===== src/rtl/snake_sprite_fetch_if.sv =====
// Pixel/sprite bus between the scan generator, the sprite fetch stage and its ROM.
// The master side drives scan/sprite requests and ROM data; the slave side is the fetch stage.
interface snake_sprite_fetch_if #(
   parameter int ADDR_W = 13
);
   logic              frame_start;
   logic              anim_en;
   logic              pixel_valid;
   logic [9:0]        DrawX;
   logic [9:0]        DrawY;
   logic [9:0]        SpriteX;
   logic [9:0]        SpriteY;
   logic [1:0]        dir_in;
   logic [ADDR_W-1:0] rom_addr;
   logic [3:0]        rom_q;
   logic [3:0]        index;
   logic              hit;
   logic              out_valid;

   modport master (
      output frame_start, anim_en, pixel_valid, DrawX, DrawY, SpriteX, SpriteY, dir_in, rom_q,
      input  rom_addr, index, hit, out_valid
   );

   modport slave (
      input  frame_start, anim_en, pixel_valid, DrawX, DrawY, SpriteX, SpriteY, dir_in, rom_q,
      output rom_addr, index, hit, out_valid
   );
endinterface


===== src/rtl/snake_sprite_fetch.sv =====
// Snake head sprite fetch: box test, ROM address generation and hit/index alignment,
// with per-frame latching of direction/position and a frame-based animation counter.
module snake_sprite_fetch #(
   parameter int SPR_W       = 32,
   parameter int SPR_H       = 32,
   parameter int ANIM_FRAMES = 2,
   parameter int ANIM_PERIOD = 8,
   parameter int ROM_LAT     = 1,
   parameter int ADDR_W      = 13
) (
   input  logic                 i_clk,
   input  logic                 i_reset,
   snake_sprite_fetch_if.slave  bus
);
   localparam int CNT_W  = (ANIM_PERIOD > 1) ? $clog2(ANIM_PERIOD) : 1;
   localparam int ANIM_W = (ANIM_FRAMES > 1) ? $clog2(ANIM_FRAMES) : 1;

   logic [1:0]        r_dir_cur;
   logic [9:0]        r_posx_cur;
   logic [9:0]        r_posy_cur;
   logic [CNT_W-1:0]  r_frame_cnt;
   logic [ANIM_W-1:0] r_anim_idx;

   logic [ADDR_W-1:0] r_rom_addr;
   logic              r_v1;
   logic              r_in1;
   logic [ROM_LAT-1:0] r_v_dly;
   logic [ROM_LAT-1:0] r_in_dly;
   logic [3:0]        r_index;
   logic              r_hit;
   logic              r_out_valid;

   logic [10:0]       w_x;
   logic [10:0]       w_y;
   logic [10:0]       w_px;
   logic [10:0]       w_py;
   logic [10:0]       w_dx;
   logic [10:0]       w_dy;
   logic              w_inbox;
   logic [ADDR_W-1:0] w_addr;

   always_ff @(posedge i_clk) begin
      if (i_reset) begin
         r_dir_cur   <= '0;
         r_posx_cur  <= '0;
         r_posy_cur  <= '0;
         r_frame_cnt <= '0;
         r_anim_idx  <= '0;
      end else if (bus.frame_start) begin
         r_dir_cur  <= bus.dir_in;
         r_posx_cur <= bus.SpriteX;
         r_posy_cur <= bus.SpriteY;
         if (bus.anim_en) begin
            if (r_frame_cnt == CNT_W'(ANIM_PERIOD - 1)) begin
               r_frame_cnt <= '0;
               // ANIM_FRAMES is a power of two, so the natural wrap of r_anim_idx is the modulo
               if (ANIM_FRAMES > 1)
                  r_anim_idx <= r_anim_idx + 1'b1;
            end else begin
               r_frame_cnt <= r_frame_cnt + 1'b1;
            end
         end
      end
   end

   // Box test at 11 bits so a sprite near column/row 1023 clips instead of wrapping
   assign w_x  = {1'b0, bus.DrawX};
   assign w_y  = {1'b0, bus.DrawY};
   assign w_px = {1'b0, r_posx_cur};
   assign w_py = {1'b0, r_posy_cur};
   assign w_dx = w_x - w_px;
   assign w_dy = w_y - w_py;

   assign w_inbox = bus.pixel_valid
                 && (w_x >= w_px) && (w_x < w_px + 11'(SPR_W))
                 && (w_y >= w_py) && (w_y < w_py + 11'(SPR_H));

   assign w_addr = ADDR_W'(((32'(r_dir_cur) * ANIM_FRAMES + 32'(r_anim_idx)) * SPR_H
                            + 32'(w_dy)) * SPR_W + 32'(w_dx));

   always_ff @(posedge i_clk) begin
      if (i_reset) begin
         r_rom_addr <= '0;
         r_v1       <= 1'b0;
         r_in1      <= 1'b0;
      end else begin
         if (w_inbox)
            r_rom_addr <= w_addr;
         r_v1  <= bus.pixel_valid;
         r_in1 <= w_inbox;
      end
   end

   // Valid/inbox travel alongside the ROM access so they line up with rom_q
   genvar gi;
   generate
      for (gi = 0; gi < ROM_LAT; gi++) begin : g_dly
         always_ff @(posedge i_clk) begin
            if (i_reset) begin
               r_v_dly[gi]  <= 1'b0;
               r_in_dly[gi] <= 1'b0;
            end else if (gi == 0) begin
               r_v_dly[gi]  <= r_v1;
               r_in_dly[gi] <= r_in1;
            end else begin
               r_v_dly[gi]  <= r_v_dly[(gi == 0) ? 0 : gi - 1];
               r_in_dly[gi] <= r_in_dly[(gi == 0) ? 0 : gi - 1];
            end
         end
      end
   endgenerate

   always_ff @(posedge i_clk) begin
      if (i_reset) begin
         r_out_valid <= 1'b0;
         r_index     <= '0;
         r_hit       <= 1'b0;
      end else begin
         r_out_valid <= r_v_dly[ROM_LAT-1];
         // Palette index 0 is the chroma key, so it never produces a hit
         if (r_in_dly[ROM_LAT-1] && (bus.rom_q != 4'd0)) begin
            r_index <= bus.rom_q;
            r_hit   <= 1'b1;
         end else begin
            r_index <= '0;
            r_hit   <= 1'b0;
         end
      end
   end

   assign bus.rom_addr  = r_rom_addr;
   assign bus.index     = r_index;
   assign bus.hit       = r_hit;
   assign bus.out_valid = r_out_valid;
endmodule


===== src/flat_wrapper.sv =====
// flat-port wrapper written by rule: the top's interface ports become plain ports
module snake_sprite_fetch_flat 
#(
   parameter int SPR_W       = 32,
   parameter int SPR_H       = 32,
   parameter int ANIM_FRAMES = 2,
   parameter int ANIM_PERIOD = 8,
   parameter int ROM_LAT     = 1,
   parameter int ADDR_W      = 13
)
  (i_clk, i_reset, bus_frame_start, bus_anim_en, bus_pixel_valid, bus_DrawX, bus_DrawY, bus_SpriteX, bus_SpriteY, bus_dir_in, bus_rom_q, bus_rom_addr, bus_index, bus_hit, bus_out_valid);
  snake_sprite_fetch_if #(.ADDR_W(ADDR_W)) bus_i ();
  input  logic i_clk;
  input  logic i_reset;
  input wire logic [$bits(bus_i.frame_start)-1:0] bus_frame_start;
  input wire logic [$bits(bus_i.anim_en)-1:0] bus_anim_en;
  input wire logic [$bits(bus_i.pixel_valid)-1:0] bus_pixel_valid;
  input wire logic [$bits(bus_i.DrawX)-1:0] bus_DrawX;
  input wire logic [$bits(bus_i.DrawY)-1:0] bus_DrawY;
  input wire logic [$bits(bus_i.SpriteX)-1:0] bus_SpriteX;
  input wire logic [$bits(bus_i.SpriteY)-1:0] bus_SpriteY;
  input wire logic [$bits(bus_i.dir_in)-1:0] bus_dir_in;
  input wire logic [$bits(bus_i.rom_q)-1:0] bus_rom_q;
  output wire logic [$bits(bus_i.rom_addr)-1:0] bus_rom_addr;
  output wire logic [$bits(bus_i.index)-1:0] bus_index;
  output wire logic [$bits(bus_i.hit)-1:0] bus_hit;
  output wire logic [$bits(bus_i.out_valid)-1:0] bus_out_valid;
  assign bus_i.frame_start = bus_frame_start;
  assign bus_i.anim_en = bus_anim_en;
  assign bus_i.pixel_valid = bus_pixel_valid;
  assign bus_i.DrawX = bus_DrawX;
  assign bus_i.DrawY = bus_DrawY;
  assign bus_i.SpriteX = bus_SpriteX;
  assign bus_i.SpriteY = bus_SpriteY;
  assign bus_i.dir_in = bus_dir_in;
  assign bus_i.rom_q = bus_rom_q;
  assign bus_rom_addr = bus_i.rom_addr;
  assign bus_index = bus_i.index;
  assign bus_hit = bus_i.hit;
  assign bus_out_valid = bus_i.out_valid;
  snake_sprite_fetch #(.SPR_W(SPR_W), .SPR_H(SPR_H), .ANIM_FRAMES(ANIM_FRAMES), .ANIM_PERIOD(ANIM_PERIOD), .ROM_LAT(ROM_LAT), .ADDR_W(ADDR_W)) u_core (.i_clk(i_clk), .i_reset(i_reset), .bus(bus_i));
endmodule

===== config.mk =====
export PLATFORM = sky130hd
export DESIGN_NAME = snake_sprite_fetch_flat
export DESIGN_NICKNAME = d
export VERILOG_FILES = /design/src/rtl/snake_sprite_fetch_if.sv /design/src/rtl/snake_sprite_fetch.sv /design/src/flat_wrapper.sv
export SDC_FILE = /design/constraint.sdc
export NUM_CORES = 1
export LEC_CHECK = 0
export CORE_MARGIN = 2
export CORE_UTILIZATION = 55
export CTS_CLUSTER_SIZE = 30
export DETAILED_ROUTE_END_ITERATION = 16
export GPL_TIMING_DRIVEN = 0
export PLACE_DENSITY = 0.91
export SLEW_MARGIN = 20
export SYNTH_ARGS = -nofsm -noshare
export SYNTH_HDL_FRONTEND = slang
export SYNTH_SLANG_ARGS = --single-unit

===== constraint.sdc =====
create_clock -name i_clk -period 6 [get_ports i_clk]
set_clock_uncertainty 0.2 [all_clocks]
set_input_delay 0.6 -clock i_clk [delete_from_list [all_inputs] [get_ports i_clk]]
set_output_delay 0.6 -clock i_clk [all_outputs]
set_load 0.01 [all_outputs]

Yosys cells after proc, flatten, opt, wreduce, memory -nomap -nowiden. Index checks and enable logic that the tools add are counted.

Logic and storage cells: 39. Register bits after elaboration: 49. Output and inout port bits: 19.

Equality and inequality tests: 1. Mux-type cells: 2. Bitwise logic cells: 1. Magnitude comparators: 4. Reductions and logical operators: 9. $add $sub $neg: 9.

Operators with widths (number): 10-bit by 6-bit adder with 11-bit output (second input constant) (2); 10-bit by 11-bit < comparator with 1-bit output (2); 10-bit greater-or-equal comparator (2); 13-bit by 11-bit adder with 13-bit output (1); 10-bit by 10-bit subtractor with 11-bit output (1); 8-bit adder (1); 8-bit subtractor (1); 1-bit logical AND (5); 4-bit nonzero test (1); 3-bit by 1-bit adder with 3-bit output (1); 3-bit by 1-bit adder with 3-bit output (second input constant) (1); 3-bit equality test (second input constant) (1); 3-bit 2-to-1 mux (1); 3-bit AND reduction (1); 2-bit AND reduction (1); 2-bit OR reduction (1); 1-bit adder (second input constant) (1); 1-bit 2-to-1 mux (1); 1-bit inverter (1).

Depth between registers and ports, before layout. Gate-level depths: netlist (run 1).

Depth after elaboration: 5. Gate-level depth with buffers: 17.

Worst setup path after synthesis (run 1). Ideal clock, no wire load.

Path kind: in2reg. From: input bus_DrawX[0]. To: register u_core.r_rom_addr[12] (netlist: u_core.bus.rom_addr[12]). Buffers on the path: 0. Data arrival time: 3.480 ns. Setup slack: 2.233 ns. Cell stages on the path: 17. Data required time: 5.713 ns. Cells stage by stage: inv_1 -> ha_1 -> inv_1 -> fa_1 -> a21o_1 -> a21oi_1 -> o21bai_1 -> a2111oi_0 -> nor3_1 -> xor2_1 -> ha_1 -> o21ai_1 -> nor2_1 -> o31a_1 -> o21ai_0 -> xnor2_1 -> o31ai_1.

Cells in the longest elaborated chain, start to end: 5.

Ends and longest elaborated chain: from (decl) (RTL line flat_wrapper.sv:18) `input wire logic [$bits(bus_i.DrawX)-1:0] bus_DrawX;`; parallel branches: the longest is 5 deep, another holds 13-bit by 11-bit adder with 13-bit output; to (signal assigned) (RTL line snake_sprite_fetch.sv:88) `r_rom_addr <= w_addr;`; to (decl) (RTL line snake_sprite_fetch.sv:24) `logic [ADDR_W-1:0] r_rom_addr;`.

Parallel ways; which one is timed is not known. A chain may end at the register's enable or synchronous reset.

Worst setup path in the final report (run 1). Same ends and word-level chain as after synthesis.

==> impl_metrics.toml, run 1 <==
[grt]
globalRouteMet2Util_pct = 39.9
grt_usage_pct = 22.4
grt_pass1_vias = 2948
grt.met1_usage_pct = 27.6
gr-total-overflow = 0
grt_max_degree = 18
antenna_found_initial = 0
grt_pass1_wl_um = 13100
busiest_layer = "met2"
grt_use_met3_pct = 3.07

[clocking]
cts.sink_count = 49
cts_tree = "built"
clockRootBuffer = "clkbuf_8"
hold_buffers = 0
clkTransAtPathRegs_ns = 0.10
h-tree-depth = 2
cts_resized = 0
clk_latency_ns = 0.30
clockBufferDepth = 2
numCtsBuffers = 5
cts_setup_buffers = 0

[place]
dp_hpwl_um = 6320
gp_congestion = 0.868
port_buffers = 68

[setup_path]
path_class = "input port to flop"
critPathSlowestCell = "a2111oi_0"
cp.depth = 18
worstPathCellList = "clkdlybuf4s50_1 -> inv_1 -> ha_1 -> inv_1 -> fa_1 -> a21o_1 -> a21oi_1 -> o21bai_1 -> a2111oi_0 -> nor3_1 -> xor2_1 -> ha_1 -> o21ai_1 -> nor2_1 -> o31a_1 -> o21ai_0 -> xnor2_1 -> o31ai_1"
end_kind = "flop"
critical_path_required_ns = 6.02
startpoint = "bus_DrawX[0]"
timing.rr.start = "u_core.r_posx_cur[0]"
startpoint_type = "input port"
reg2reg_depth = 16
path_max_fanout = 4
crit_arrival_ns = 4.31
slowest_delay_ns = 0.47
critical_path.top_delay_family = "compound AO/OA/AOI/OAI gates"
critPathBufInv = 3

[synthesis]
synthFlopType = "dfxtp_1"
netlist_area_um2 = 3510
synth_cell_types = 50
ys_seq_area_share_pct = 28.0
ys_ff_latch = 49
synth_edf_count = 0
async_flop_share_pct = 0
syn-num-nets = 498
synthCells = 392
ys_warn_count = 0
synth_area_per_cell_um2 = 8.94

[min_path]
holdCritStartpoint = "u_core.r_v_dly"
hold_path_class = "flop to flop"
hold_depth = 1

[floorplan]
core_area_um2 = 6240
dieArea_um2 = 7030
die_h_um = 83.8
io_pins = 70
floorplan.rows = 29
die_width_um = 83.8
initial_core_util_pct = 56.2

[timing]
finalHoldViolations = 0
min_period_ns = 4.29
tightest_slew_ns = 0.778
holdWs_ns = 0.244
maxSlewHeadroom_pct = 48.1
tns_ns = 0
slew_violations = 0
rsz0062_at_grt = "no"
setup_viol = 0
fmax_mhz = 233
fin_crit_sh_pct = 71.5

[detailed_routing]
drt_iter0_markers = 105
routedWlPerCell_um = 14.1
ant_nets = 0
vias = 3044
drt_pre_antenna_iters = 4
vias_per_cell = 5.59
wirelength_um = 7700
drc = 0

[final_layout]
drive_above_1_share_pct = 3.21
layout_commonest_cell = "clkdlybuf4s50_1"
nNetsFinal = 573
insertedDiodeCount = 0
most-common-layout-cells = "clkdlybuf4s50_1 (68), dfxtp_1 (49), ha_1 (46), inv_1 (39), nor2_1 (35)"
area_delta_synth_final_pct = 24.8
postLayoutCoreUtil_pct = 70.1

[power]
ir_worst_vdd_v = 0.000134
power_density_nw_per_um2 = 215
power_leakage_nw = 1.82

[run_status]
status = "finished clean"

[flow_run]
maxCapViolations = 0
synthesized netlist by cell type, types with 2 or more instances:
cell      instances  share of area [%]
dfxtp_1          49                 28
ha_1             46                 16
inv_1            39                4.2
nor2_1           35                3.7
a21oi_1          30                4.3
mux2i_1          22                6.3
xnor2_1          21                5.2
nand3_1          12                1.7
nand4_1          10                1.8
o31ai_1          10                2.1
a211oi_1          9                1.9
fa_1              9                5.1
nor2b_1           9                1.6
and3_1            7                1.2
buf_1             6               0.64
a21o_1            5                1.1
and2_1            5               0.89
clkbuf_1          5               0.54
nand2_1           5               0.54
nor3_1            5               0.71
a31oi_1           4               0.71
o21a_1            4               0.86
o21ai_1           4               0.57
o21bai_1          4               0.86
xor2_1            4                1.0
a211o_1           3               0.75
nor3b_1           3               0.64
o21ai_0           3               0.43
buf_4             2               0.43
nand2b_1          2               0.36
metrics by stage:
stage | instances | setup slack, ns | power (mW) | cell area [um2]
after detailed placement | 537 | 1.43 | 0.739 | 4280
final | 545 | 1.71 | 0.942 | 4380
after global placement | 537 | 1.58 | 0.723 | 4280
after CTS | 545 | 1.75 | 0.946 | 4380
after floorplan | 392 | 2.23 | 0.631 | 3510
after global routing | 545 | 1.43 | 1.00 | 4380
final cells by class:
| cell class | count | area, um2 |
|---|---|---|
| Buffer | 14 | 61.3 |
| Clock buffer | 5 | 68.8 |
| Clock inverter | 3 | 25.0 |
| Fill cell | 497 | 1860 |
| Inverter | 39 | 146 |
| Multi-Input combinational cell | 290 | 2320 |
| Sequential cell | 49 | 981 |
| Tap cell | 77 | 96.3 |
| Timing Repair Buffer | 68 | 681 |
worst paths after layout:
path,endpoint,slack (ns)
min reg2reg,u_core.bus.out_valid,0.24
max reg2reg,u_core.bus.rom_addr[12],2.08
max,u_core.bus.rom_addr[12],1.71
min,u_core.bus.out_valid,0.24
flip-flops by register name, summed over array words and instances, names as in the netlist:
name                  count
u_core.r_dir_cur          2
u_core.r_posy_cur        10
u_core.r_v_dly            1
u_core.r_frame_cnt        3
u_core.bus.out_valid      1
u_core.r_in_dly           1
u_core.r_v1               1
u_core.bus.index          4
u_core.r_in1              1
u_core.r_anim_idx         1
u_core.r_posx_cur        10
u_core.bus.rom_addr      13
u_core.bus.hit            1
worst register-to-register path, delay by kind of cell, from the launching register on:
family,cells,cell delay [ns]
compound gates,8,1.76
fa+ha+maj,3,0.94
flops,1,0.37
xor+xnor,2,0.28
simple gates,2,0.22
buf+inv,1,0.06
metal layers:
layer	up-vias	wire length [um]	share of wire [%]
li1	1532	-	-
met1	1410	3370	44
met2	88	3810	49
met3	14	326	4.2
met4	0	196	2.5
met5	-	0	0
power by group:
| part | internal, mW | switching, mW |
|---|---|---|
| logic | 0.187 | 0.201 |
| registers | 0.340 | 0.0111 |
| clock network | 0.0844 | 0.119 |
| total | 0.611 | 0.331 |
cells by family (layout without fill, tap and decap cells):
| group | Yosys count | in the layout | share of synthesized area (%) |
|---|---|---|---|
| simple gates | 98 | 98 | 14.6 |
| compound gates | 89 | 89 | 17.1 |
| fa+ha+maj | 55 | 55 | 21.6 |
| mux | 23 | 23 | 6.60 |
| buf+inv | 53 | 129 | 5.92 |
| xor+xnor | 25 | 25 | 6.25 |
| flops | 49 | 49 | 28.0 |
Note: power is estimated with default switching activity, not from simulation.
==> run 2: changes to the inputs <==
--- a/config.mk
+++ b/config.mk
@@ -6,11 +6,11 @@
 export NUM_CORES = 1
 export LEC_CHECK = 0
 export CORE_MARGIN = 2
-export CORE_UTILIZATION = 55
+export CORE_UTILIZATION = 47
 export CTS_CLUSTER_SIZE = 30
 export DETAILED_ROUTE_END_ITERATION = 16
 export GPL_TIMING_DRIVEN = 0
-export PLACE_DENSITY = 0.91
+export PLACE_DENSITY = 0.84
 export SLEW_MARGIN = 20
 export SYNTH_ARGS = -nofsm -noshare
 export SYNTH_HDL_FRONTEND = slang
==> constraint.sdc (replaced) <==
create_clock -name i_clk -period 3.45 [get_ports i_clk]
set_clock_uncertainty 0.2 [all_clocks]
set_input_delay 0.345 -clock i_clk [delete_from_list [all_inputs] [get_ports i_clk]]
set_output_delay 0.345 -clock i_clk [all_outputs]
set_load 0.01 [all_outputs]
==> run 2 against run 1 <==
  * The flow now finishes with violations (negative setup slack)
  * Cell count is 7.3% higher
  * Total power is 86% higher
  * Worst hold slack hardly changed
  * Wire length is 9.5% higher
  * Clock power is 76% higher
  * Largest cell class unchanged
==> impl_metrics.toml, run 2 (synthesized netlist as in run 1, its figures left out) <==
[run_status]
status = "finished, violations left"
violations = "negative setup slack"

[setup_path]
crit_arrival_ns = 3.54
critical_path_required_ns = 3.49
path_max_fanout = 2
startpoint_type = "flop"
path_class = "flop to flop"
end_kind = "flop"

[clocking]
hold_buffers = 0
clockRootBuffer = "clkbuf_8"
clk_latency_ns = 0.30
h-tree-depth = 2
clockBufferDepth = 2
cts.sink_count = 49
cts_tree = "built"
clkTransAtPathRegs_ns = 0.10
numCtsBuffers = 5

[place]
gp_congestion = 0.869
dp_hpwl_um = 6470
port_buffers = 68
place_ws_ns = -0.686
dpl_cell_area_um2 = 4310

[final_layout]
regArea_um2 = 985
most-common-layout-cells = "clkdlybuf4s50_1 (66), dfxtp_1 (48), ha_1 (44), inv_1 (38), nor2_1 (35)"
design_area_um2 = 4600
drive_above_1_share_pct = 9.47
nNetsFinal = 591
layout_commonest_cell = "clkdlybuf4s50_1"
insertedDiodeCount = 0
multiInputGateArea_um2 = 2370
final.fill_count = 631
largest_reg_flops = 13
area_delta_synth_final_pct = 31.2

[floorplan]
die_width_um = 90.4
dieArea_um2 = 8170
core_area_um2 = 7250
floorplan.rows = 31
io_pins = 70
initial_core_util_pct = 48.3
die_h_um = 90.4

[detailed_routing]
wirelength_um = 8430
ant_nets = 0
drc = 0
vias = 3112
drt_iter0_markers = 129
routedWlPerCell_um = 14.4
vias_per_cell = 5.32
drt_pre_antenna_iters = 4

[power]
power_density_nw_per_um2 = 381
ir_worst_vdd_v = 0.000294
power_leakage_nw = 1.91
design_power_total_mw = 1.75

[timing]
fin_crit_sh_pct = 102
slew_violations = 0
min_period_ns = 3.51
finalHoldViolations = 0
fmax_mhz = 285
setup_viol = 2
holdWs_ns = 0.244
maxSlewHeadroom_pct = 40.9
worst_slack_ns = -0.0572
rsz0062_at_grt = "yes"
tightest_slew_ns = 0.886

[grt]
gr-total-overflow = 0
grt_usage_pct = 20.6
grt_max_degree = 18
grt_pass1_wl_um = 14100
grt_pass1_vias = 3170
antenna_found_initial = 0

[min_path]
hold_path_class = "flop to flop"

[flow_run]
maxCapViolations = 0
## run 2: changes by cell type in the layout (fill, tap and decap cells not counted), moves of 2 or more
cell / before / now
buf_4: 2 / 19
dlygate4sd2_1: 0 / 2
a21oi_1: 30 / 28
clkdlybuf4s50_1: 68 / 66
ha_1: 46 / 44
a21oi_2: 0 / 2
o21ai_0: 3 / 1
o21ai_2: 0 / 3
## run 2: worst max-delay path, cell delays in order (launching register included)
cell and delay, ns:
dfxtp_4 0.38, ha_4 0.14, inv_2 0.04, fa_2 0.34
a21o_1 0.17, a21oi_2 0.18, o21bai_1 0.11, a2111oi_2 0.33
nor3_2 0.11, xor2_1 0.18, ha_2 0.32, buf_6 0.12
o21ai_2 0.11, o21bai_1 0.07, a21oi_1 0.18, xnor2_1 0.17
nand4_1 0.13, a21oi_1 0.15
## run 2: layout make-up
cell class                      count  share of cell area [%]
Timing Repair Buffer               86                    17.8
Tap cell                           99                    2.69
Multi-Input combinational cell    290                    51.6
Sequential cell                    49                    21.4
Buffer                             14                    1.33
Clock buffer                        5                    1.50
Inverter                           39                    3.18
Clock inverter                      3                   0.571
## run 2: timing repair
item                       4_1_cts  5_1_grt
setup endpoints to repair        4        5
gates resized for setup         13        7
buffers inserted                15        3
pin swaps                       18       17
## run 2: through the flow
step / setup TNS, ns / cells / utilization, %
2_1_floorplan: 0 / 392 / -
3_3_place_gp: -2.41 / 559 / 59.4
3_5_place_dp: -2.62 / 559 / 59.4
4_1_cts: -0.374 / 582 / 62.7
5_1_grt: -0.606 / 585 / 63.4
6_report: -0.0812 / 585 / 63.4
## run 2: final timing paths
path	start	cells past startpoint	slack [ns]	endpoint
min	u_core.r_in1	1	0.24	u_core.r_in_dly
max	u_core.r_posx_cur[0]	17	-0.06	u_core.bus.rom_addr[11]
max reg2reg	u_core.r_posx_cur[0]	17	-0.06	u_core.bus.rom_addr[11]
min reg2reg	u_core.r_in1	1	0.24	u_core.r_in_dly
## run 2: where the power goes
part,internal [mW],total (mW),switching [mW]
combinational,0.391,0.782,0.391
sequential,0.590,0.610,0.0196
clock,0.148,0.360,0.213
## run 2: routing by layer
| layer | wire length, um | track usage, % | vias to the layer above |
|---|---|---|---|
| met4 | 114 | 5.38 | 0 |
| li1 | - | - | 1576 |
| met1 | 3640 | 24.7 | 1446 |
| met5 | 0 | 0 | - |
| met2 | 4290 | 37.8 | 79 |
| met3 | 390 | 3.76 | 11 |
==> run 3: changes to the inputs <==
--- a/config.mk
+++ b/config.mk
@@ -9,8 +9,8 @@
 export CORE_UTILIZATION = 47
 export CTS_CLUSTER_SIZE = 30
 export DETAILED_ROUTE_END_ITERATION = 16
-export GPL_TIMING_DRIVEN = 0
 export PLACE_DENSITY = 0.84
+export REMOVE_ABC_BUFFERS = 1
 export SLEW_MARGIN = 20
 export SYNTH_ARGS = -nofsm -noshare
 export SYNTH_HDL_FRONTEND = slang
==> constraint.sdc (replaced) <==
create_clock -name i_clk -period 3.05 [get_ports i_clk]
set_clock_uncertainty 0.2 [all_clocks]
set_input_delay 0.305 -clock i_clk [delete_from_list [all_inputs] [get_ports i_clk]]
set_output_delay 0.305 -clock i_clk [all_outputs]
set_load 0.01 [all_outputs]
==> run 3 against run 2 <==
  * The run still ends with negative setup slack left
  * Fmax fell by 3.1%
  * Clock-buffer cell count is the same
  * Worst hold slack improved by 0.00092 ns
  * Cell count increased by 7.5%
  * Global-route usage increased by 2.6 points
  * Setup slack got worse by 0.51 ns
  * Register-to-register slack got worse by 0.51 ns
  * Total power up 29%
  * Combinational power grew 50%
==> impl_metrics.toml, run 3 (synthesized netlist as in run 1, its figures left out) <==
[clocking]
clockBufferDepth = 2
h-tree-depth = 2
cts.sink_count = 49
numCtsBuffers = 5
clockRootBuffer = "clkbuf_8"
clkTransAtPathRegs_ns = 0.10
clk_latency_ns = 0.31
cts_tree = "built"
hold_buffers = 0

[setup_path]
critPathSlowestCell = "a2111oi_4"
crit_arrival_ns = 3.67
end_kind = "flop"
slowest_delay_ns = 0.42
startpoint_type = "flop"
path_class = "flop to flop"
crit_top_cell = "a21oi_2"
critical_path_required_ns = 3.10
path_max_fanout = 2
worstPathCellList = "ha_4 -> inv_2 -> fa_2 -> a21o_1 -> a21oi_2 -> o21bai_2 -> a2111oi_4 -> nor3_2 -> buf_4 -> a31oi_1 -> ha_1 -> buf_4 -> a21oi_2 -> xnor2_1 -> nand4_1 -> a21oi_2"

[timing]
maxSlewHeadroom_pct = 47.3
fin_crit_sh_pct = 119
fmax_mhz = 276
worst_slack_ns = -0.570
tns_ns = -2.24
finalHoldViolations = 0
min_period_ns = 3.62
slew_violations = 0
rsz0062_at_grt = "yes"
tightest_slew_ns = 0.784
setup_viol = 9

[place]
place_inst = 605
gp_congestion = 0.832
dp_hpwl_um = 6970
dpl_cell_area_um2 = 4700
port_buffers = 69

[min_path]
hold_path_class = "flop to flop"

[grt]
grt_pass1_vias = 3432
grt_max_degree = 23
gr-total-overflow = 0
grt_usage_pct = 23.2
antenna_found_initial = 0
grt_pass1_wl_um = 15600

[detailed_routing]
ant_nets = 0
drt_iter0_markers = 282
vias = 3662
drt_pre_antenna_iters = 5
vias_per_cell = 5.82
routedWlPerCell_um = 17.4
wirelength_um = 10900
drc = 0

[final_layout]
largest_reg_flops = 13
postLayoutCoreUtil_pct = 70.0
layout_commonest_cell = "buf_4"
design_area_um2 = 5080
area_delta_synth_final_pct = 44.9
nNetsFinal = 635
fin_cells = 629
insertedDiodeCount = 0
drive_above_1_share_pct = 21.9
most-common-layout-cells = "buf_4 (70), clkdlybuf4s50_1 (67), dfxtp_1 (48), ha_1 (43), inv_1 (38)"

[floorplan]
initial_core_util_pct = 48.3
die_h_um = 90.4
io_pins = 70
floorplan.rows = 31
die_width_um = 90.4
dieArea_um2 = 8170
core_area_um2 = 7250

[flow_run]
maxCapViolations = 0

[power]
ir_worst_vdd_v = 0.000246
power_density_nw_per_um2 = 445
power_leakage_nw = 2.19

[run_status]
violations = "negative setup slack"
status = "finished, violations left"
run 3: cell types whose count changed in the layout (fill, tap and decap cells not counted), moves of 3 or more:
| cell | before | now |
|---|---|---|
| buf_1 | 6 | 0 |
| a211oi_1 | 9 | 5 |
| buf_6 | 1 | 4 |
| a211oi_2 | 1 | 4 |
| a21oi_1 | 28 | 24 |
| clkbuf_1 | 5 | 0 |
| a21oi_2 | 2 | 6 |
| buf_4 | 19 | 70 |
run 3: metrics by stage:
| step | hold WS, ns | setup WS, ns | power (mW) |
|---|---|---|---|
| after floorplan | 0.174 | -0.423 | 1.22 |
| after global placement | 0.216 | -0.915 | 1.55 |
| after detailed placement | 0.226 | -1.06 | 1.59 |
| after CTS | 0.252 | -0.368 | 2.12 |
| after global routing | 0.267 | -0.638 | 2.35 |
| final | 0.245 | -0.570 | 2.26 |
run 3: layer usage:
metal  vias to the layer above  routed length [um]  track usage, %
li1                       1668                   -               -
met1                      1680                4170            26.8
met2                       236                5300            42.7
met3                        78                 892            3.17
met4                         0                 566            10.1
met5                         -                   0               0
run 3: cell type report:
class	count	area, um2
inverters	39	146
multi-input cells	291	2470
flip-flops and latches	49	982
clock buffers	5	68.8
clock inverters	3	22.5
repair buffers	143	1260
well taps	99	124
fillers	515	2170
run 3: final timing paths:
kind                        start                 endpoint  slack, ns  cells past startpoint
max          u_core.r_posx_cur[0]  u_core.bus.rom_addr[11]      -0.57                     16
min                  u_core.r_in1          u_core.r_in_dly       0.25                      1
max reg2reg  u_core.r_posx_cur[0]  u_core.bus.rom_addr[11]      -0.57                     16
min reg2reg          u_core.r_in1          u_core.r_in_dly       0.25                      1
run 3: timing repair:
action,in CTS,in global routing
pin swaps,22,17
gates cloned,0,1
gates resized for setup,25,18
buffers inserted,13,2
endpoints found under the setup margin,6,13
run 3: power breakdown:
group          internal, mW  total [mW]  switching (mW)
Combinational         0.590        1.17           0.582
Clock                 0.161       0.397           0.236
Sequential            0.668       0.689          0.0212
Total                  1.42        2.26           0.839
run 3: worst max-delay path: cells and delay by family, from the launching register on:
kind | cells | cell delay [ns]
AOI/OAI and AO/OA | 7 | 1.47
xor gates and xnor gates | 1 | 0.15
adders and majority gates | 3 | 0.79
buffers and inverters | 3 | 0.33
DFF | 1 | 0.36
and+or+nand+nor | 2 | 0.26
